$ cat config.mk
export PLATFORM = sky130hd
export DESIGN_NAME = axim_read_control
export DESIGN_NICKNAME = d
export VERILOG_FILES = /design/src/rtl/axim_read_control.sv
export SDC_FILE = /design/constraint.sdc
export NUM_CORES = 1
export LEC_CHECK = 0
export CORE_MARGIN = 2
export CORE_UTILIZATION = 40
export CTS_CLUSTER_DIAMETER = 150
export DETAILED_ROUTE_END_ITERATION = 6
export PLACE_DENSITY = 0.72
export SYNTH_ARGS = -nofsm -noshare
export SYNTH_HDL_FRONTEND = slang
export SYNTH_SLANG_ARGS = --single-unit
$ cat constraint.sdc
create_clock -name clk -period 5.95 [get_ports clk]
set_input_delay 1.4875 -clock clk [delete_from_list [all_inputs] [get_ports clk]]
set_output_delay 1.4875 -clock clk [all_outputs]
set_load 0.01 [all_outputs]
$ cat src/rtl/axim_read_control.sv
// AXI read-channel master for the SDRAM test path.
// Issues one fixed-address read burst per rising edge of start_triger and
// checks the returned beats against the writer's incrementing pattern.
module axim_read_control #(
    parameter int          BURST_SIZE = 32,
    parameter logic [15:0] DATA_INIT  = 16'd100,
    parameter logic [24:0] START_ADDR = 25'd0
) (
    input  logic        clk,
    input  logic        reset,
    input  logic        start_triger,
    input  logic        axi_arready_in,
    output logic        axi_arvalid_out,
    output logic [7:0]  axi_arlen_out,
    output logic [24:0] axi_araddr_out,
    input  logic        axi_rvalid_in,
    input  logic [15:0] axi_rdata_in,
    input  logic        axi_rlast_in,
    input  logic [1:0]  axi_rresp_in,
    output logic        axi_rready_out,
    output logic        rd_busy_out,
    output logic        rd_done_out,
    output logic        rd_pass_out,
    output logic [7:0]  rd_err_cnt_out
);

    localparam logic [7:0] LAST_BEAT = 8'(BURST_SIZE - 1);

    typedef enum logic [1:0] {IDLE, ADDR, DATA} state_t;

    state_t      state, state_nxt;
    logic        arvalid, arvalid_nxt;
    logic        rready, rready_nxt;
    logic        busy, busy_nxt;
    logic        done, done_nxt;
    logic        pass, pass_nxt;
    logic [7:0]  err_cnt, err_cnt_nxt;
    logic [15:0] expected, expected_nxt;
    logic [7:0]  beat_cnt, beat_cnt_nxt;

    logic        start_meta, start_1d, start_2d;
    logic        start_det;
    logic        beat_err;
    logic [7:0]  err_upd;

    assign start_det = start_1d & ~start_2d;

    // Synchronise the asynchronous trigger and keep one extra stage for edge detection
    always_ff @(posedge clk) begin
        if (reset) begin
            start_meta <= 1'b0;
            start_1d   <= 1'b0;
            start_2d   <= 1'b0;
        end else begin
            start_meta <= start_triger;
            start_1d   <= start_meta;
            start_2d   <= start_1d;
        end
    end

    // State and registered outputs
    always_ff @(posedge clk) begin
        if (reset) begin
            state    <= IDLE;
            arvalid  <= 1'b0;
            rready   <= 1'b0;
            busy     <= 1'b0;
            done     <= 1'b0;
            pass     <= 1'b0;
            err_cnt  <= '0;
            expected <= '0;
            beat_cnt <= '0;
        end else begin
            state    <= state_nxt;
            arvalid  <= arvalid_nxt;
            rready   <= rready_nxt;
            busy     <= busy_nxt;
            done     <= done_nxt;
            pass     <= pass_nxt;
            err_cnt  <= err_cnt_nxt;
            expected <= expected_nxt;
            beat_cnt <= beat_cnt_nxt;
        end
    end

    // Next-state logic: address issue, beat checking and burst termination
    always_comb begin
        state_nxt    = state;
        arvalid_nxt  = arvalid;
        rready_nxt   = rready;
        busy_nxt     = busy;
        done_nxt     = 1'b0;
        pass_nxt     = pass;
        err_cnt_nxt  = err_cnt;
        expected_nxt = expected;
        beat_cnt_nxt = beat_cnt;

        beat_err = (axi_rdata_in != expected) || (axi_rresp_in != 2'b00) ||
                   (axi_rlast_in != (beat_cnt == 8'd0));
        err_upd  = (beat_err && err_cnt != 8'hFF) ? err_cnt + 8'd1 : err_cnt;

        case (state)
            IDLE: begin
                if (start_det) begin
                    arvalid_nxt  = 1'b1;
                    busy_nxt     = 1'b1;
                    pass_nxt     = 1'b0;
                    err_cnt_nxt  = '0;
                    expected_nxt = DATA_INIT;
                    beat_cnt_nxt = LAST_BEAT;
                    state_nxt    = ADDR;
                end
            end
            ADDR: begin
                if (axi_arready_in) begin
                    arvalid_nxt = 1'b0;
                    rready_nxt  = 1'b1;
                    state_nxt   = DATA;
                end
            end
            DATA: begin
                if (axi_rvalid_in && rready) begin
                    err_cnt_nxt  = err_upd;
                    expected_nxt = expected + 16'd1;
                    beat_cnt_nxt = beat_cnt - 8'd1;
                    // An early rlast also ends the burst so a short slave cannot hang us
                    if (beat_cnt == 8'd0 || axi_rlast_in) begin
                        rready_nxt = 1'b0;
                        busy_nxt   = 1'b0;
                        done_nxt   = 1'b1;
                        pass_nxt   = (err_upd == 8'd0);
                        state_nxt  = IDLE;
                    end
                end
            end
            default: state_nxt = IDLE;
        endcase
    end

    assign axi_arvalid_out = arvalid;
    assign axi_arlen_out   = LAST_BEAT;
    assign axi_araddr_out  = START_ADDR;
    assign axi_rready_out  = rready;
    assign rd_busy_out     = busy;
    assign rd_done_out     = done;
    assign rd_pass_out     = pass;
    assign rd_err_cnt_out  = err_cnt;

endmodule

==> metrics.yaml <==
status: "complete, no violations"
synth_warnings: 0
setup_viol: 0
crit_family: "simple AND/OR/NAND/NOR gates"
clkPwrFrac_pct: 34.0
synth_top_family_by_area: "simple AND/OR/NAND/NOR gates"
synth_compound_area_share_pct: 12.31
drc: 0
slew-limit-headroom_pct: 35.46
gp_congestion: 0.9106
hold_viol_final: 0
synth_fa_ha_area_share_pct: 1.985
path_max_fanout: 9
synth_seq_cells: 42
drt_iter0_drc: 78
initial_core_util_pct: 42.08
share_comb_of_total_power_pct: 13.1
async_flop_share_pct: 0
p_leak_nw: 1.063
grt_max_degree: 28
worstReg2RegStart: "beat_cnt[3]"
wl_per_cell_um: 12.47
grt_pass1_vias: 1792
placed_area_sq_um: 2779
cts_tree: "done"
fill_cells: 576
final_antenna_net_count: 0
core_area_sq_um: 5991
n_antenna_cell: 0
grt-ovfl-total: 0
cts_htree_levels: 2
slew_violations: 0
synth_top_flop_cell: "dfxtp_1"
post-dp-hpwl_mm: 3.690
synthesis.area_sq_um: 2521
cp.required_ns: 6.19
maxCapViolations: 0
antenna_found_initial: 0
grt_use_total_pct: 14.70
io_buffers: 36
seq_power_share_pct: 53.0
synthMuxAreaShare_pct: 1.241
p_sw_share_pct: 25.43
hold_buffers: 0
mostFrequentLayoutCell: "dfxtp_1"
synth-xor-area-share_pct: 12.51
first_pass_iters: 4
die_h_um: 83.39
fin_crit_ns: 3.452
synth.top_cell.area_share_pct: 33.35
crit_slowest_cell: "or4_4"
ios: 70
layout.nets: 348
die_area_sq_um: 6954
netlist_instances: 291
grt_first_pass_wirelength_mm: 8.300
rsz0062_at_grt: "no"
cts_sinks: 42
crit_path_cell_trace: "clkdlybuf4s50_1 -> inv_1 -> ha_1 -> or4_4 -> nor2_4 -> nand2_2 -> o21a_1 -> a2111oi_4 -> a41o_1"
cts_resized: 0
synth_cell_types: 57
worst_hold_path_type: "register to register"
crit_type: "input port to register"
vias_per_cell: 4.947
cts_max_path_buffers: 2
post-route-util_pct: 47.97
syn2layout_area_growth_pct: 14.00
drive_above_1_share_pct: 8.411
internal-power_mw: 0.4162
final_cell_mix: "42 x dfxtp_1, 36 x clkdlybuf4s50_1, 33 x conb_1"
stdcell_area_sq_um: 2874
worst_ep_arrival_time_ns: 3.69
final.period_utilization_pct: 58.01
rows: 28
worst_pin_slew_ns: 0.9651
tns_ns: 0
fmax_mhz: 289.7
cts_made_buffers: 5
postCtsSetupRepairBufs: 0
clk_pin_slew_ns: 0.08
fin_worst_skew_ns: 0.005802
min-delay-start: "start_meta"
wirelength_mm: 4.939
crit_path_start: "axi_rlast_in"
cts-root-buf: "clkbuf_8"
vias: 1959
crit_buf_inv: 2
powerDensity_nw_per_um2: 194.2
critPathLaunchType: "input port"
die_width_um: 83.39
synth_edf_count: 0
clock_latency_ns: 0.29
crit_path_max_incr_delay_ns: 0.51
yosysTopAreaCell: "dfxtp_1"
cp-end-kind: "register"
avgSynthCellArea_sq_um: 8.664
yosys-top-cells-area: "dfxtp_1 33%, buf_4 10%, xnor2_1 7.3%"
power_switching_mw: 0.1420
yosys.area_share.simple_pct: 24.71
ir_worst_vdd_uv: 164.0
seq_area_frac_synth_pct: 33.35
==> worst paths after layout <==
check | endpoint | slack, ns | cells past startpoint
hold / removal | start_1d | 0.46 | 1
setup / recovery | rd_pass_out | 2.50 | 9
hold reg to reg | start_1d | 0.46 | 1
setup reg to reg | rd_pass_out | 2.94 | 9
==> metal layers <==
layer / vias up / part of all wire [%] / global-route usage, %
met5: - / 0 / 0
met4: 0 / 1.6 / 5.514
met3: 9 / 6.2 / 3.678
met2: 66 / 45 / 22.73
met1: 892 / 47 / 19.72
li1: 992 / - / -
==> worst reg2reg max path, cell delays in order (launching register included) <==
cell       delay (ns)
dfxtp_1          0.35
or4_1            0.54
or3_1            0.36
ha_1             0.28
or4_4            0.51
nor2_4           0.14
nand2_2          0.13
o21a_1           0.16
a2111oi_4        0.26
a41o_1           0.21
==> synth_stat cells (2+ instances only) <==
library cell and number:
a21oi_1 18, a221oi_1 2, a311oi_1 2, a31oi_1 4
and3_1 2, and4_1 3, buf_2 2, buf_4 35
clkbuf_1 7, conb_1 2, dfxtp_1 42, ha_1 4
inv_1 8, mux2i_1 2, nand2_1 17, nand2b_1 5
nand3_1 6, nand3b_1 2, nand4_1 7, nand4_2 3
nor2_1 31, nor2b_1 3, nor3_1 6, nor4_1 2
o21a_1 2, o21ai_0 6, or3_1 4, xnor2_1 21
xor2_1 15
==> power groups by stage <==
stage,registers (mW),clock network [mW],logic [mW]
3_5_place_dp,0.302,0,0.0727
3_3_place_gp,0.302,0,0.0718
6_report,0.296,0.190,0.0731
2_1_floorplan,0.301,0,0.0631
4_1_cts,0.296,0.197,0.0734
5_1_grt,0.297,0.208,0.0817
==> cells by family after synthesis <==
kind of cell             Yosys count
XOR/XNOR                          36
buffers and inverters             53
AND/OR/NAND/NOR                  106
other                              2
adder cells (fa/ha/maj)            4
AO/OA/AOI/OAI                     45
flip-flops                        42
multiplexers                       3
==> per-stage QoR <==
step	setup slack (ns)	hold slack, ns	std cells	power, mW
2_1_floorplan	2.799	0.4138	322	0.3645
3_3_place_gp	2.264	0.4201	388	0.3738
3_5_place_dp	2.208	0.4414	388	0.3748
4_1_cts	2.508	0.4625	396	0.5657
5_1_grt	2.339	0.4773	396	0.5860
6_report	2.498	0.4566	396	0.5582
==> state kept, by name (all words and copies together), names as in the netlist <==
name             cells
expected            16
beat_cnt             8
rd_err_cnt_out       8
state                2
axi_arvalid_out      1
axi_rready_out       1
rd_busy_out          1
rd_done_out          1
rd_pass_out          1
start_1d             1
start_2d             1
start_meta           1
==> layout make-up <==
class | count | area, sq um | share of cell area, %
Clock buffer | 6 | 82.58 | 2.873
Clock inverter | 2 | 12.51 | 0.4353
Timing Repair Buffer | 36 | 360.3 | 12.54
Inverter | 8 | 30.03 | 1.045
Multi-Input combinational cell | 227 | 1454 | 50.59
Tap cell | 75 | 93.84 | 3.265
Sequential cell | 42 | 840.8 | 29.26
No activity file was read; power rests on OpenSTA's default activity.
